File: config.mk
export PLATFORM = sky130hd
export DESIGN_NAME = weight_biu
export DESIGN_NICKNAME = d
export VERILOG_FILES = /design/src/rtl/weight_biu_pkg.sv /design/src/rtl/weight_biu.sv
export SDC_FILE = /design/constraint.sdc
export NUM_CORES = 1
export LEC_CHECK = 0
export BUFFER_PORTS_ARGS = -buffer_cell sky130_fd_sc_hd__buf_2
export CAP_MARGIN = 10
export CORE_MARGIN = 2
export CORE_UTILIZATION = 25
export DETAILED_ROUTE_END_ITERATION = 10
export PLACE_DENSITY = 0.54
export SYNTH_ARGS = -nofsm -noshare
export SYNTH_HDL_FRONTEND = slang
export SYNTH_SLANG_ARGS = --single-unit
File: constraint.sdc
create_clock -name clk -period 4.1 [get_ports clk]
set_input_delay 0.82 -clock clk [delete_from_list [all_inputs] [get_ports clk]]
set_output_delay 0.82 -clock clk [all_outputs]
set_load 0.02 [all_outputs]
File: src/rtl/weight_biu_pkg.sv
// Shared definitions for the bus-interface units (weight/imap/omap).
// Contents:
//   biu_state_e         BIU fetch FSM states
//   BIU_ADDR_STRIDE     byte increment between consecutive word commands
//   BIU_DEFAULT_MAX_OS  default limit on outstanding read commands
package weight_biu_pkg;

  typedef enum logic [2:0] {
    BIU_IDLE,
    BIU_REQ,
    BIU_ISSUE,
    BIU_DRAIN,
    BIU_DONE
  } biu_state_e;

  localparam int unsigned BIU_ADDR_STRIDE    = 4;
  localparam int unsigned BIU_DEFAULT_MAX_OS = 4;

endpackage

File: src/rtl/weight_biu.sv
// Weight bus-interface unit. Fetches LEN consecutive words from system memory
// through the ICB arbiter weight channel and writes them into the weight buffer.
// Ports:
//   clk, rst                   clock, synchronous active-high reset
//   start                      1-cycle launch pulse (accepted only when idle)
//   base_addr, len, wbuf_base  fetch parameters, latched on accepted start
//   busy, done                 busy from accepted start until done; done 1-cycle pulse
//   weight_biu2arb_req/addr/vld, weight_biu2arb_rdy    read-command channel
//   arb2weight_biu_data/vld, arb2weight_biu_rdy        read-response channel
//   wbuf_wr_en/addr/data       registered weight-buffer write port
module weight_biu
  import weight_biu_pkg::*;
#(
  parameter int unsigned ADDR_W  = 32,
  parameter int unsigned DATA_W  = 32,
  parameter int unsigned LEN_W   = 16,
  parameter int unsigned MAX_OS  = BIU_DEFAULT_MAX_OS,
  parameter int unsigned WBUF_AW = 10
) (
  input  logic               clk,
  input  logic               rst,
  input  logic               start,
  input  logic [ADDR_W-1:0]  base_addr,
  input  logic [LEN_W-1:0]   len,
  input  logic [WBUF_AW-1:0] wbuf_base,
  output logic               busy,
  output logic               done,
  output logic               weight_biu2arb_req,
  output logic [ADDR_W-1:0]  weight_biu2arb_addr,
  output logic               weight_biu2arb_vld,
  input  logic               weight_biu2arb_rdy,
  input  logic [DATA_W-1:0]  arb2weight_biu_data,
  input  logic               arb2weight_biu_vld,
  output logic               arb2weight_biu_rdy,
  output logic               wbuf_wr_en,
  output logic [WBUF_AW-1:0] wbuf_wr_addr,
  output logic [DATA_W-1:0]  wbuf_wr_data
);

  localparam int unsigned OS_W = $clog2(MAX_OS + 1);

  biu_state_e         state_q, state_d;
  logic [ADDR_W-1:0]  addr_q, addr_d;
  logic [LEN_W-1:0]   len_q, len_d;
  logic [WBUF_AW-1:0] wbase_q, wbase_d;
  logic [LEN_W-1:0]   issued_q, issued_d;
  logic [LEN_W-1:0]   returned_q, returned_d;
  logic [OS_W-1:0]    outst_q, outst_d;
  logic               wr_en_q, wr_en_d;
  logic [WBUF_AW-1:0] wr_addr_q, wr_addr_d;
  logic [DATA_W-1:0]  wr_data_q, wr_data_d;

  logic bus_req;
  logic cmd_vld;
  logic issue_fire;
  logic rsp_fire;

  always_comb begin
    state_d    = state_q;
    addr_d     = addr_q;
    len_d      = len_q;
    wbase_d    = wbase_q;
    issued_d   = issued_q;
    returned_d = returned_q;
    outst_d    = outst_q;
    wr_en_d    = 1'b0;
    wr_addr_d  = wr_addr_q;
    wr_data_d  = wr_data_q;

    // req spans REQ..DRAIN so the grant is never released mid-fetch; vld and
    // response-ready are both gated by it, which masks a lingering rdy.
    bus_req = (state_q == BIU_REQ) || (state_q == BIU_ISSUE) || (state_q == BIU_DRAIN);
    // The limit uses the registered count, so a same-cycle response cannot
    // unblock an issue at MAX_OS.
    cmd_vld = (state_q == BIU_ISSUE) && (issued_q != len_q) &&
              (outst_q < OS_W'(MAX_OS));
    issue_fire = cmd_vld && weight_biu2arb_rdy;
    rsp_fire   = arb2weight_biu_vld && bus_req;

    if (issue_fire) begin
      addr_d   = addr_q + ADDR_W'(BIU_ADDR_STRIDE);
      issued_d = issued_q + LEN_W'(1);
    end

    if (rsp_fire) begin
      returned_d = returned_q + LEN_W'(1);
      wr_en_d    = 1'b1;
      wr_addr_d  = wbase_q + WBUF_AW'(returned_q);
      wr_data_d  = arb2weight_biu_data;
    end

    unique case ({issue_fire, rsp_fire})
      2'b10:   outst_d = outst_q + OS_W'(1);
      2'b01:   outst_d = outst_q - OS_W'(1);
      default: outst_d = outst_q;
    endcase

    unique case (state_q)
      BIU_IDLE: begin
        if (start) begin
          addr_d     = base_addr;
          len_d      = len;
          wbase_d    = wbuf_base;
          issued_d   = '0;
          returned_d = '0;
          outst_d    = '0;
          state_d    = (len == '0) ? BIU_DONE : BIU_REQ;
        end
      end
      BIU_REQ: begin
        if (weight_biu2arb_rdy) state_d = BIU_ISSUE;
      end
      BIU_ISSUE: begin
        if (issue_fire && (issued_q + LEN_W'(1) == len_q)) state_d = BIU_DRAIN;
      end
      BIU_DRAIN: begin
        if (returned_q == len_q) state_d = BIU_DONE;
      end
      BIU_DONE: begin
        state_d = BIU_IDLE;
      end
      default: state_d = BIU_IDLE;
    endcase
  end

  always_ff @(posedge clk) begin
    if (rst) begin
      state_q    <= BIU_IDLE;
      addr_q     <= '0;
      len_q      <= '0;
      wbase_q    <= '0;
      issued_q   <= '0;
      returned_q <= '0;
      outst_q    <= '0;
      wr_en_q    <= 1'b0;
      wr_addr_q  <= '0;
      wr_data_q  <= '0;
    end else begin
      state_q    <= state_d;
      addr_q     <= addr_d;
      len_q      <= len_d;
      wbase_q    <= wbase_d;
      issued_q   <= issued_d;
      returned_q <= returned_d;
      outst_q    <= outst_d;
      wr_en_q    <= wr_en_d;
      wr_addr_q  <= wr_addr_d;
      wr_data_q  <= wr_data_d;
    end
  end

  assign busy                = bus_req;
  assign done                = (state_q == BIU_DONE);
  assign weight_biu2arb_req  = bus_req;
  assign weight_biu2arb_addr = addr_q;
  assign weight_biu2arb_vld  = cmd_vld;
  assign arb2weight_biu_rdy  = bus_req;
  assign wbuf_wr_en          = wr_en_q;
  assign wbuf_wr_addr        = wr_addr_q;
  assign wbuf_wr_data        = wr_data_q;

endmodule

* Word level (Yosys, flattened, before mapping)
Cells that the tools add are included.
Cells by class: order comparisons 1, mux-type cells 19, add/subtract/negate cells 6, reduce and logical (&&, ||, !) cells 11, eq/ne operators 13
Operators with widths (count):
- $mux W16 | 6
- $mux W32 | 3
- $add A16 B1 Y16 const B | 2
- $add A32 B3 Y32 const B | 1
- $eq A16 B16 Y1 | 2
- $mux W3 | 7
- $logic_not A16 Y1 | 1
- $ne A16 B16 Y1 | 1
- $pmux W3 S4 | 1
- $add A10 B10 Y10 | 1
- $eq A3 B2 Y1 const B | 2
- $pmux W3 S2 | 1
- $logic_and A1 B1 Y1 | 5
- $ne A2 B1 Y1 const B | 2
- $ne A2 B2 Y1 const B | 2
- $reduce_and A4 Y1 | 1
- $add A3 B1 Y3 const B | 1
- $eq A3 B1 Y1 const B | 1
- $eq A3 B3 Y1 const B | 1
- $logic_not A3 Y1 | 1
- $lt A3 B3 Y1 const B | 1
- $sub A3 B1 Y3 const B | 1
- $eq A2 B1 Y1 const B | 1
- $eq A2 B2 Y1 const B | 1
- 3 further kinds | 4
Word-level totals: flip-flop bits (word level) 139, input bits 95

* Logic depth before layout (Yosys ltp)
depth in word-level cells 8, mapped depth 15, gate-level depth less buffers 12

* Least setup slack after synthesis
OpenSTA, ideal clock, no wires.
path kind register to register, from reg len_q[15], to reg outst_q[2], clock period less this slack 2.893 ns, data required time 3.972 ns, stages on the path, launching flop included 15, setup slack 1.207 ns, buffers on the path 2, arrival 2.766 ns, path through dfxtp_1 -> xnor2_1 -> nand2_1 -> nor4_2 -> a21oi_2 -> inv_2 -> buf_4 -> buf_4 -> ha_1 -> inv_1 -> fa_1 -> xor2_1 -> nor2_1 -> xnor2_1 -> nor2_1
Between the ends: cells in the longest elaborated chain, start to end 8
RTL lines:
- start: declaration | line weight_biu.sv:44 | logic [LEN_W-1:0] len_q, len_d;
- start signal: assignment | line weight_biu.sv:141 | len_q <= len_d;
- $ne A16 B16 Y1 (*) | line weight_biu.sv:75 | cmd_vld = (state_q == BIU_ISSUE) && (issued_q != len_q) &&
- $logic_and A1 B1 Y1 (*) (2 in a row) | line weight_biu.sv:75
- $logic_and A1 B1 Y1 (*) | line weight_biu.sv:77 | issue_fire = cmd_vld && weight_biu2arb_rdy;
- $eq A2 B1 Y1 / $eq A2 B2 Y1 (equally long branches) | line weight_biu.sv:92 | unique case ({issue_fire, rsp_fire})
- $pmux W3 S2 (*) | line weight_biu.sv:92
- $mux W3 | line weight_biu.sv:100 | if (start) begin
- $mux W3 (*) | line weight_biu.sv:98 | unique case (state_q)
- end signal: assignment | line weight_biu.sv:145 | outst_q <= outst_d;
- end: declaration | line weight_biu.sv:48 | logic [OS_W-1:0] outst_q, outst_d;
Every way passes the cells marked *; elsewhere a longest branch is shown, timed or not. A chain may end at the register's enable or synchronous reset.

* Worst setup path in the final report
from reg issued_q[7], to out weight_biu2arb_vld
Between the ends: cells in the longest elaborated chain, start to end 3
RTL lines:
- start: declaration | line weight_biu.sv:46 | logic [LEN_W-1:0] issued_q, issued_d;
- start signal: assignment | line weight_biu.sv:143 | issued_q <= issued_d;
- $ne A16 B16 Y1 | line weight_biu.sv:75
- $logic_and A1 B1 Y1 (2 in a row) | line weight_biu.sv:75
- end: declaration | line weight_biu.sv:30 | output logic weight_biu2arb_vld,
No other way between the ends.

==> results.ini <==
[grt]
grt_pass1_wl_microns = 33100
grt_pass1_vias = 6060
grt_use_met3_pct = 4.09
grt_busiest_layer = met2
grt_util_met1_pct = 18.2
grt_max_degree = 63
overflow = 0
gr-usage-all-layers_pct = 13.8
antenna_found_initial = 4
grt_util_met2_pct = 21.6

[clock_tree]
clkLatencyLatePin_ns = 0.42
numCtsBuffers = 17
cts_resized = 0
root_buffer = clkbuf_16
clk_path_buf_depth = 2
cts_setup_buffers = 0
tritoncts = done
cts_sinks = 139
ctsHoldBuffers = 0
cts_max_level = 4
clkSlewWorstSetupHoldPaths_ns = 0.06

[timing]
rsz0062_at_grt = false
fin_setup_tns_ns = 0
drv_slew = 0
clock.fmax_mhz = 317
fin_ws_ns = 0.943
min_period_ns = 3.16
hold_viol_final = 0
fin_skew_ns = 0.0126
worst_pin_slew_ns = 0.748
fin_crit_sh_pct = 77.0
setup_violations = 0
relSlewSlack_pct = 50.0
hold_ws_ns = 0.445

[die]
coreArea_sq_um = 27900
dieArea_sq_um = 29800
chipHeight_microns = 173
rows = 61
ios = 175
die_x_microns = 173
start_util_pct = 25.5

[cells_and_area]
fin_cells = 1407
multi_input_area_sq_um = 3940
final_cell_mix = 173 x buf_2, 169 x nand2_1, 139 x dfxtp_1
layout_commonest_cell = buf_2
area_growth_syn_to_layout_pct = 23.0
num-nets-final = 1123
seqCellArea_sq_um = 2780
drive_gt1_share_pct = 23.4
fill_cells = 3057

[placement]
io_buffers = 174
gp_congestion = 0.833
dp_cells = 1372
dpl.hpwl_microns = 15000
dp_slack_ns = 1.03

[worst_hold_path]
holdCritPathClass = reg2reg
hold_depth = 2
hold_path.startpoint = wbuf_wr_addr[3]$_SDFFE_PP0N_
holdPathEnd = wbuf_wr_addr[3]$_SDFFE_PP0N_

[synth]
synth_top_family_by_area = simple AND/OR/NAND/NOR gates
syn_nets = 980
synthMuxAreaShare_pct = 0.141
yosys_warnings = 0
synth_xor_area_share_pct = 12.0
syn_inst = 870
postSynthAreaPerCell_sq_um = 8.18
synth_seq_cells = 139
syn_area_sq_um = 7110
synthFlopType = dfxtp_1
netlist-cell-type-count = 63
async_flop_share_pct = 0
synth_compound_area_share_pct = 15.0
synth_top_area_cell = dfxtp_1
yosys.area_share.simple_pct = 25.2
synth_top_area_share_pct = 39.1
ys_seq_area_share_pct = 39.1
synth.area.top_cells = dfxtp_1 39%, nand2_1 9.0%, xnor2_1 8.4%
synth_edf_count = 0
synthAdderAreaFrac_pct = 2.85

[drt]
drt_iter0_drc = 330
vias_per_cell = 4.55
drt_pass1_iterations = 4
ant_nets = 0
wl_per_cell_microns = 14.8
via_count = 6406
drc = 0
wl_microns = 20900

[setup_path]
timing.rr.start = issued_q[7]$_SDFF_PP0_
startpoint_type = register
worst-r2r-cell-count = 12
cp_max_fo = 8
slowest_delay_ns = 0.51
worstPathRequired_ns = 3.28
crit_arrival_ns = 2.34
cp_slowest_cell = nor4_2
cp-end-kind = output pin
crit_type = reg2out
cp_cell_sequence = xnor2_1 > nand4_1 > nor4_2 > a21boi_0 > buf_2
rrSetupSlack_ns = 1.00
reg2reg_to = outst_q[2]$_SDFF_PP0_

[power_and_ir_drop]
cellLeakagePower_nw = 3.36
ir_drop_mv = 0.263
p_per_area_nw_per_um2 = 421

[outcome]
run_status = finished, final reports clean

[flow_run]
cap_violations = 0

kinds of logic (layout without fill, tap and decap cells):
kind of cell / count (synthesis) / after routing
AOI/OAI and AO/OA: 169 / 169
xor gates and xnor gates: 97 / 97
adders and majority gates: 15 / 15
buffers and inverters: 76 / 232
DFF: 139 / 139
muxes: 1 / 1
other: 0 / 3
and+or+nand+nor: 373 / 373
where the power goes:
| part | internal [mW] | leakage (nW) | switching (mW) |
|---|---|---|---|
| clock | 0.792 | 0.260 | 0.637 |
| combinational | 0.253 | 1.96 | 0.444 |
| sequential | 1.45 | 1.13 | 0.0998 |
flip-flops by register name, summed over array words and instances (netlist names), 10 cells and up:
name,flops
wbase_q,10
issued_q,16
wbuf_wr_addr,10
len_q,16
weight_biu2arb_addr,32
returned_q,16
wbuf_wr_data,32
worst max-delay path: cells and delay by family, from the launching register on:
kind                   cells  cell delay, ns
XOR/XNOR                   1            0.35
AND/OR/NAND/NOR            2            0.68
AO/OA/AOI/OAI              1            0.26
flip-flops                 1            0.40
buffers and inverters      1            0.23
metal layers:
| layer | vias up | share of wire, % |
|---|---|---|
| met3 | 16 | 4.8 |
| met1 | 2987 | 48 |
| met2 | 132 | 46 |
| li1 | 3271 | - |
| met5 | - | 0 |
| met4 | 0 | 1.8 |
Yosys cell counts, types with 3 or more instances:
cell and n:
buf_1 3, nor4b_2 3, clkbuf_1 34, nor3_1 20, nor2_1 74, and3_1 11, or3_1 13, xnor2_1 68
xor2_1 28, inv_1 16, buf_2 3, nor4_2 6, dfxtp_1 139, a21o_1 3, nor2b_1 5, o21ai_0 16
nand3_1 20, and2_1 3, nor4_1 8, a211oi_1 31, and4_1 4, a31oi_1 5, nor3b_1 3, buf_6 8
buf_4 7, nand2_1 170, nand4_1 21, ha_1 13, a21oi_1 89
area by class of cell:
type | instances | area share (%)
timing repair buffer | 182 | 10.8
clock inverter | 13 | 1.04
sequential | 139 | 31.8
tap | 378 | 5.41
multi-input combinational | 655 | 45.0
clock buffer | 19 | 5.06
antenna | 3 | 0.0858
inverter | 18 | 0.772
metrics by stage:
| stage | instance area (sq um) | util (%) | total power [mW] |
|---|---|---|---|
| CTS | 8740 | 31.3 | 3.73 |
| global placement | 8210 | 29.4 | 2.28 |
| global route | 8740 | 31.3 | 3.87 |
| floorplan | 7110 | - | 2.04 |
| finish | 8750 | 31.3 | 3.68 |
| detailed placement | 8210 | 29.4 | 2.29 |
worst max path at each step:
stage	start	endpoint	slack, ns	depth (start not counted)
finish	issued_q[7]$_SDFF_PP0_	weight_biu2arb_vld	0.94	5
global route	len_q[15]$_SDFFE_PP0P_	weight_biu2arb_vld	0.78	5
CTS	issued_q[7]$_SDFF_PP0_	weight_biu2arb_vld	0.91	5
detailed placement	issued_q[2]$_SDFF_PP0_	outst_q[2]$_SDFF_PP0_	1.03	12
global placement	issued_q[7]$_SDFF_PP0_	outst_q[2]$_SDFF_PP0_	1.09	12
floorplan	len_q[15]$_SDFFE_PP0P_	outst_q[2]$_SDFF_PP0_	1.21	14
Note: power is estimated with default switching activity, not from simulation.
